## config.mk

```make
export PLATFORM = sky130hd
export DESIGN_NAME = pipelined_control_flat
export DESIGN_NICKNAME = d
export VERILOG_FILES = /design/src/rtl/pipelined_control_if.sv /design/src/rtl/pipelined_control.sv /design/src/flat_wrapper.sv
export SDC_FILE = /design/constraint.sdc
export NUM_CORES = 1
export LEC_CHECK = 0
export CORE_MARGIN = 2
export CORE_UTILIZATION = 44
export DETAILED_ROUTE_END_ITERATION = 6
export PLACE_DENSITY_LB_ADDON = 0.2
export SLEW_MARGIN = 20
export SYNTH_ARGS = -nofsm -noshare
export SYNTH_HDL_FRONTEND = slang
export SYNTH_SLANG_ARGS = --single-unit
```

## constraint.sdc

```tcl
create_clock -name clk -period 2.4 [get_ports clk]
set_clock_uncertainty 0.05 [all_clocks]
set_input_delay 0.36 -clock clk [delete_from_list [all_inputs] [get_ports clk]]
set_output_delay 0.36 -clock clk [all_outputs]
set_load 0.01 [all_outputs]
```

## src/rtl/pipelined_control_if.sv

```systemverilog
// Bundles the ID-stage inputs and the per-stage control and counter outputs of the pipeline control unit.
interface pipelined_control_if #(
  parameter int OPCODE_W = 6,
  parameter int REG_W    = 5,
  parameter int CNT_W    = 16
);
  logic                id_valid;
  logic [OPCODE_W-1:0] id_opcode;
  logic [REG_W-1:0]    id_rs;
  logic [REG_W-1:0]    id_rt;
  logic [REG_W-1:0]    id_rd;
  logic                mem_zero;
  logic [3:0]          ex_ctrl;
  logic [REG_W-1:0]    ex_dst;
  logic [2:0]          mem_ctrl;
  logic [REG_W-1:0]    mem_dst;
  logic [1:0]          wb_ctrl;
  logic [REG_W-1:0]    wb_dst;
  logic                stall;
  logic                flush;
  logic                illegal_op;
  logic [CNT_W-1:0]    stall_cnt;
  logic [CNT_W-1:0]    flush_cnt;

  modport master (
    output id_valid, id_opcode, id_rs, id_rt, id_rd, mem_zero,
    input  ex_ctrl, ex_dst, mem_ctrl, mem_dst, wb_ctrl, wb_dst,
           stall, flush, illegal_op, stall_cnt, flush_cnt
  );

  modport slave (
    input  id_valid, id_opcode, id_rs, id_rt, id_rd, mem_zero,
    output ex_ctrl, ex_dst, mem_ctrl, mem_dst, wb_ctrl, wb_dst,
           stall, flush, illegal_op, stall_cnt, flush_cnt
  );
endinterface

```

## src/rtl/pipelined_control.sv

```systemverilog
// Pipeline control unit: ID decode, control/dst carried through ID/EX, EX/MEM and MEM/WB,
// load-use stall, MEM-stage branch flush and saturating stall/flush counters.
module pipelined_control #(
  parameter int OPCODE_W = 6,
  parameter int REG_W    = 5,
  parameter int CNT_W    = 16
) (
  input  logic              clk,
  input  logic              rst_n,
  pipelined_control_if.slave bus
);

  typedef struct packed {
    logic [1:0] wb;   // {regWrite, memToReg}
    logic [2:0] mem;  // {branch, memRead, memWrite}
    logic [3:0] ex;   // {regDst, aluOp1, aluOp0, aluSrc}
  } ctrl_t;

  localparam logic [OPCODE_W-1:0] OP_R    = OPCODE_W'(0);
  localparam logic [OPCODE_W-1:0] OP_LW   = OPCODE_W'(1);
  localparam logic [OPCODE_W-1:0] OP_SW   = OPCODE_W'(2);
  localparam logic [OPCODE_W-1:0] OP_BEQ  = OPCODE_W'(3);
  localparam logic [OPCODE_W-1:0] OP_ADDI = OPCODE_W'(4);

  function automatic logic [CNT_W-1:0] sat_inc(input logic [CNT_W-1:0] c, input logic en);
    return (en && (c != '1)) ? c + CNT_W'(1) : c;
  endfunction

  ctrl_t            ex_c_q, ex_c_d;
  logic [REG_W-1:0] ex_dst_q, ex_dst_d;
  logic [1:0]       mem_wb_q, mem_wb_d;
  logic [2:0]       mem_c_q, mem_c_d;
  logic [REG_W-1:0] mem_dst_q, mem_dst_d;
  logic [1:0]       wb_c_q, wb_c_d;
  logic [REG_W-1:0] wb_dst_q, wb_dst_d;
  logic             illegal_q, illegal_d;
  logic [CNT_W-1:0] stall_cnt_q, stall_cnt_d;
  logic [CNT_W-1:0] flush_cnt_q, flush_cnt_d;

  ctrl_t            dec;
  logic             dec_illegal;
  logic             hz, flush, stall;

  always_comb begin
    dec         = '0;
    dec_illegal = 1'b0;
    case (bus.id_opcode)
      OP_R:    dec = '{wb: 2'b10, mem: 3'b000, ex: 4'b1100};
      OP_LW:   dec = '{wb: 2'b11, mem: 3'b010, ex: 4'b0001};
      OP_SW:   dec = '{wb: 2'b00, mem: 3'b001, ex: 4'b0001};
      OP_BEQ:  dec = '{wb: 2'b00, mem: 3'b100, ex: 4'b0010};
      OP_ADDI: dec = '{wb: 2'b10, mem: 3'b000, ex: 4'b0001};
      default: dec_illegal = 1'b1;
    endcase
  end

  // Hazard detection and branch resolution; flush wins over the load-use stall.
  always_comb begin
    hz    = bus.id_valid & ex_c_q.mem[1] & (ex_dst_q != '0) &
            ((ex_dst_q == bus.id_rs) | (ex_dst_q == bus.id_rt));
    flush = mem_c_q[2] & bus.mem_zero;
    stall = hz & ~flush;
  end

  always_comb begin
    ex_c_d      = '0;
    ex_dst_d    = '0;
    mem_wb_d    = ex_c_q.wb;
    mem_c_d     = ex_c_q.mem;
    mem_dst_d   = ex_dst_q;
    wb_c_d      = mem_wb_q;
    wb_dst_d    = mem_dst_q;
    illegal_d   = 1'b0;
    stall_cnt_d = sat_inc(stall_cnt_q, stall);
    flush_cnt_d = sat_inc(flush_cnt_q, flush);
    if (flush) begin
      mem_wb_d  = '0;
      mem_c_d   = '0;
      mem_dst_d = '0;
    end else if (!stall && bus.id_valid) begin
      ex_c_d    = dec;
      ex_dst_d  = dec_illegal ? '0 : (dec.ex[3] ? bus.id_rd : bus.id_rt);
      illegal_d = dec_illegal;
    end
  end

  // ID/EX | EX/MEM | MEM/WB registers and counters
  always_ff @(posedge clk or negedge rst_n) begin
    if (!rst_n) begin
      ex_c_q      <= '0;
      ex_dst_q    <= '0;
      mem_wb_q    <= '0;
      mem_c_q     <= '0;
      mem_dst_q   <= '0;
      wb_c_q      <= '0;
      wb_dst_q    <= '0;
      illegal_q   <= 1'b0;
      stall_cnt_q <= '0;
      flush_cnt_q <= '0;
    end else begin
      ex_c_q      <= ex_c_d;
      ex_dst_q    <= ex_dst_d;
      mem_wb_q    <= mem_wb_d;
      mem_c_q     <= mem_c_d;
      mem_dst_q   <= mem_dst_d;
      wb_c_q      <= wb_c_d;
      wb_dst_q    <= wb_dst_d;
      illegal_q   <= illegal_d;
      stall_cnt_q <= stall_cnt_d;
      flush_cnt_q <= flush_cnt_d;
    end
  end

  assign bus.ex_ctrl    = ex_c_q.ex;
  assign bus.ex_dst     = ex_dst_q;
  assign bus.mem_ctrl   = mem_c_q;
  assign bus.mem_dst    = mem_dst_q;
  assign bus.wb_ctrl    = wb_c_q;
  assign bus.wb_dst     = wb_dst_q;
  assign bus.stall      = stall;
  assign bus.flush      = flush;
  assign bus.illegal_op = illegal_q;
  assign bus.stall_cnt  = stall_cnt_q;
  assign bus.flush_cnt  = flush_cnt_q;

endmodule

```

## src/flat_wrapper.sv

```systemverilog
// flat-port wrapper written by rule: the top's interface ports become plain ports
module pipelined_control_flat 
#(
  parameter int OPCODE_W = 6,
  parameter int REG_W    = 5,
  parameter int CNT_W    = 16
)
  (clk, rst_n, bus_id_valid, bus_id_opcode, bus_id_rs, bus_id_rt, bus_id_rd, bus_mem_zero, bus_ex_ctrl, bus_ex_dst, bus_mem_ctrl, bus_mem_dst, bus_wb_ctrl, bus_wb_dst, bus_stall, bus_flush, bus_illegal_op, bus_stall_cnt, bus_flush_cnt);
  pipelined_control_if #(.OPCODE_W(OPCODE_W), .REG_W(REG_W), .CNT_W(CNT_W)) bus_i ();
  input  logic clk;
  input  logic rst_n;
  input wire logic [$bits(bus_i.id_valid)-1:0] bus_id_valid;
  input wire logic [$bits(bus_i.id_opcode)-1:0] bus_id_opcode;
  input wire logic [$bits(bus_i.id_rs)-1:0] bus_id_rs;
  input wire logic [$bits(bus_i.id_rt)-1:0] bus_id_rt;
  input wire logic [$bits(bus_i.id_rd)-1:0] bus_id_rd;
  input wire logic [$bits(bus_i.mem_zero)-1:0] bus_mem_zero;
  output wire logic [$bits(bus_i.ex_ctrl)-1:0] bus_ex_ctrl;
  output wire logic [$bits(bus_i.ex_dst)-1:0] bus_ex_dst;
  output wire logic [$bits(bus_i.mem_ctrl)-1:0] bus_mem_ctrl;
  output wire logic [$bits(bus_i.mem_dst)-1:0] bus_mem_dst;
  output wire logic [$bits(bus_i.wb_ctrl)-1:0] bus_wb_ctrl;
  output wire logic [$bits(bus_i.wb_dst)-1:0] bus_wb_dst;
  output wire logic [$bits(bus_i.stall)-1:0] bus_stall;
  output wire logic [$bits(bus_i.flush)-1:0] bus_flush;
  output wire logic [$bits(bus_i.illegal_op)-1:0] bus_illegal_op;
  output wire logic [$bits(bus_i.stall_cnt)-1:0] bus_stall_cnt;
  output wire logic [$bits(bus_i.flush_cnt)-1:0] bus_flush_cnt;
  assign bus_i.id_valid = bus_id_valid;
  assign bus_i.id_opcode = bus_id_opcode;
  assign bus_i.id_rs = bus_id_rs;
  assign bus_i.id_rt = bus_id_rt;
  assign bus_i.id_rd = bus_id_rd;
  assign bus_i.mem_zero = bus_mem_zero;
  assign bus_ex_ctrl = bus_i.ex_ctrl;
  assign bus_ex_dst = bus_i.ex_dst;
  assign bus_mem_ctrl = bus_i.mem_ctrl;
  assign bus_mem_dst = bus_i.mem_dst;
  assign bus_wb_ctrl = bus_i.wb_ctrl;
  assign bus_wb_dst = bus_i.wb_dst;
  assign bus_stall = bus_i.stall;
  assign bus_flush = bus_i.flush;
  assign bus_illegal_op = bus_i.illegal_op;
  assign bus_stall_cnt = bus_i.stall_cnt;
  assign bus_flush_cnt = bus_i.flush_cnt;
  pipelined_control #(.OPCODE_W(OPCODE_W), .REG_W(REG_W), .CNT_W(CNT_W)) u_core (.clk(clk), .rst_n(rst_n), .bus(bus_i));
endmodule
```

==> impl_metrics.ini <==
[clock_network]
root_buffer = clkbuf_8
cts_tree = yes
h-tree-depth = 3
insertion_delay_ns = 0.33
clock_path_buffers = 2
cts_setup_buffers = 0
cts.clk_slew.worst_paths_ns = 0.07
cts_made_buffers = 9
cts.sinks = 60

[global_route]
grt_first_pass_wirelength_um = 9610
grt_max_degree = 32
antenna_found_initial = 0
overflow = 0
groute.usage.overall = 0.189
first_global_vias = 2087

[timing]
rsz0062_at_grt = no
slew_headroom = 0.552
maxSlewViolCount = 0
hold_violations = 0
max_freq_mhz = 448
setup_viol = 0
worst_slew_pin_slew_ns = 0.673
fin_crit_ns = 2.23
timing.hold.ws_ns = 0.0149
fin_ws_ns = 0.167
period_share = 0.930

[power]
intPower_mw = 1.46
swShare = 0.223
vdd_drop_max_mv = 0.325
power_frac_clock = 0.380
switchingPower_mw = 0.420
p_per_area_nw_per_um2 = 490
p_comb_frac = 0.073
sequentialPowerShare = 0.546
p_leak_nw = 1.72

[worst_setup_path]
end_kind = output pin
crit_required_ns = 1.99
cp-start-kind = flop
slowest_stage = or4_4
criticalPathCategory = reg -> out
critPathMaxFanout = 2
max_stage_delay_ns = 0.54
path_cells = or4_4, o2111a_2, and2_2, clkbuf_2
cp.arrival_ns = 1.82

[yosys]
ys_types = 38
yosys.area.top_type_share = 0.555
netlist_area_sq_um = 2710
ys_seq_area_frac = 0.555
synth.avg_cell_area_sq_um = 11.6
netlist_instances = 234
synth_area_leaders = dfrtp_1 (56%), xnor2_1 (9.4%), nand4_1 (3.7%)
yosys_warnings = 0
syn_nets = 261
ys_ff_latch = 60
synth_top_cell_by_area = dfrtp_1

[placed_design]
dpl.cell_count = 396
gp_congestion = 0.813
place.port_buffers = 83
dp_slack_ns = -0.0596
dp_hpwl_um = 4270

[floorplan]
die_w_um = 82.4
rows = 28
ios = 84
die-area_sq_um = 6790
fp.dieH_um = 82.4
core_area_sq_um = 5920
start_util = 0.457

[min_path]
hp-class = in -> async

[finish]
drive_gt1_frac = 0.119
layout_commonest_cell = clkdlybuf4s50_1
syn_to_final_growth_pct = 41.9
final_cell_mix = clkdlybuf4s50_1 (81), dfrtp_1 (60), xnor2_1 (29)
final_cells = 411
diodes = 0
layout.nets = 359

[flow_run]
cap_violations = 0

[drt]
post_drt_wl_per_cell_um = 13.7
vias_per_cell = 5.07
drtPass1Iterations = 4
ant_nets = 0
wl_um = 5620
dr_total_vias = 2082
drc = 0
drt_iter0_drc = 74

[outcome]
status = complete, no violations
==> final cells by class <==
class	instances	area, sq um
repair buffers	96	943
inverters	4	15.0
clock buffers	12	135
fillers	482	2080
clock inverters	3	15.0
multi-input cells	161	1130
well taps	75	93.8
flip-flops and latches	60	1500
==> cell usage after synthesis <==
cell / number
a2111oi_4: 1
a211o_2: 1
a21boi_0: 1
a21o_4: 1
a21oi_1: 1
and2_1: 11
and2_2: 2
and3_1: 6
and3_2: 1
and4_1: 3
buf_2: 1
buf_4: 5
clkbuf_1: 3
dfrtp_1: 60
ha_1: 2
inv_1: 4
mux2_2: 4
mux2i_1: 5
nand2_1: 13
nand2b_1: 2
nand3_1: 13
nand3b_1: 1
nand4_1: 16
nor2_1: 14
nor3_1: 8
nor4_1: 4
o2111a_2: 1
o2111ai_1: 1
o21a_1: 1
o21ai_0: 1
o21bai_1: 1
o22ai_2: 1
o311a_1: 1
or3_1: 3
or4_1: 1
or4_4: 1
xnor2_1: 29
xor2_1: 10
==> power by group through the flow <==
stage	sequential [mW]	clock, mW	combinational (mW)
after floorplan	1.05	0	0.0386
final	1.03	0.715	0.138
after global routing	1.03	0.792	0.152
after global placement	1.04	0	0.139
after detailed placement	1.05	0	0.141
after CTS	1.03	0.741	0.142
==> what timing repair did <==
action,CTS,global route
hold buffers,0,0
endpoints found under the setup margin,1,1
gates resized for setup,2,1
pin swaps,0,0
==> registers in the layout (all words and copies together) (netlist names), 2 cells and up <==
name / count
u_core.bus.ex_dst: 5
u_core.bus.wb_dst: 5
u_core.bus.stall_cnt: 16
u_core.bus.mem_ctrl: 2
u_core.ex_c_q: 3
u_core.bus.ex_ctrl: 3
u_core.bus.wb_ctrl: 2
u_core.bus.mem_dst: 5
u_core.mem_wb_q: 2
u_core.bus.flush_cnt: 16
==> worst max-delay path, delay by kind of cell (launching register included) <==
family / cells / cell delay (ns)
DFF: 1 / 0.38
AOI/OAI and AO/OA: 1 / 0.27
buffers and inverters: 1 / 0.13
and+or+nand+nor: 2 / 0.72
==> worst paths after layout <==
kind	start	endpoint	slack, ns	cells past startpoint
max	u_core.bus.ex_dst[2]$_DFF_PN0_	bus_stall	0.17	4
min	rst_n	u_core.bus.flush_cnt[11]$_DFFE_PN0P_	0.01	1
max reg2reg	u_core.bus.ex_dst[2]$_DFF_PN0_	u_core.ex_c_q[8]$_DFF_PN0_	0.39	5
min reg2reg	u_core.mem_wb_q[1]$_DFF_PN0_	u_core.bus.wb_ctrl[1]$_DFF_PN0_	0.30	0
max in group asynchronous	rst_n	u_core.bus.stall_cnt[12]$_DFFE_PN0P_	1.68	2
min in group clk	u_core.mem_wb_q[1]$_DFF_PN0_	u_core.bus.wb_ctrl[1]$_DFF_PN0_	0.30	0
==> metal layers <==
| metal | vias up | GRT usage | wire (um) | part of all wire |
|---|---|---|---|---|
| met5 | - | 0 | 0 | 0 |
| met4 | 0 | 0.0717 | 102 | 0.018 |
| met3 | 13 | 0.0598 | 297 | 0.053 |
| met2 | 54 | 0.311 | 2800 | 0.50 |
| met1 | 1003 | 0.231 | 2420 | 0.43 |
| li1 | 1012 | - | - | - |
==> metrics by stage <==
step / power (mW) / instance area [sq um] / utilization / setup TNS (ns)
after CTS: 1.91 / 3840 / 0.649 / 0
after global placement: 1.18 / 3690 / 0.624 / -0.0367
after detailed placement: 1.19 / 3690 / 0.624 / -0.0596
after floorplan: 1.09 / 2710 / - / 0
final: 1.88 / 3840 / 0.648 / 0
after global routing: 1.97 / 3840 / 0.648 / 0
==> cell families after synthesis <==
kind of cell / Yosys count / synth area share
and+or+nand+nor: 99 / 0.201
adders and majority gates: 2 / 0.00925
AOI/OAI and AO/OA: 12 / 0.0476
buffers and inverters: 13 / 0.0254
DFF: 60 / 0.555
muxes: 9 / 0.0352
xor gates and xnor gates: 39 / 0.126
Power figures use the tool's default switching activity.
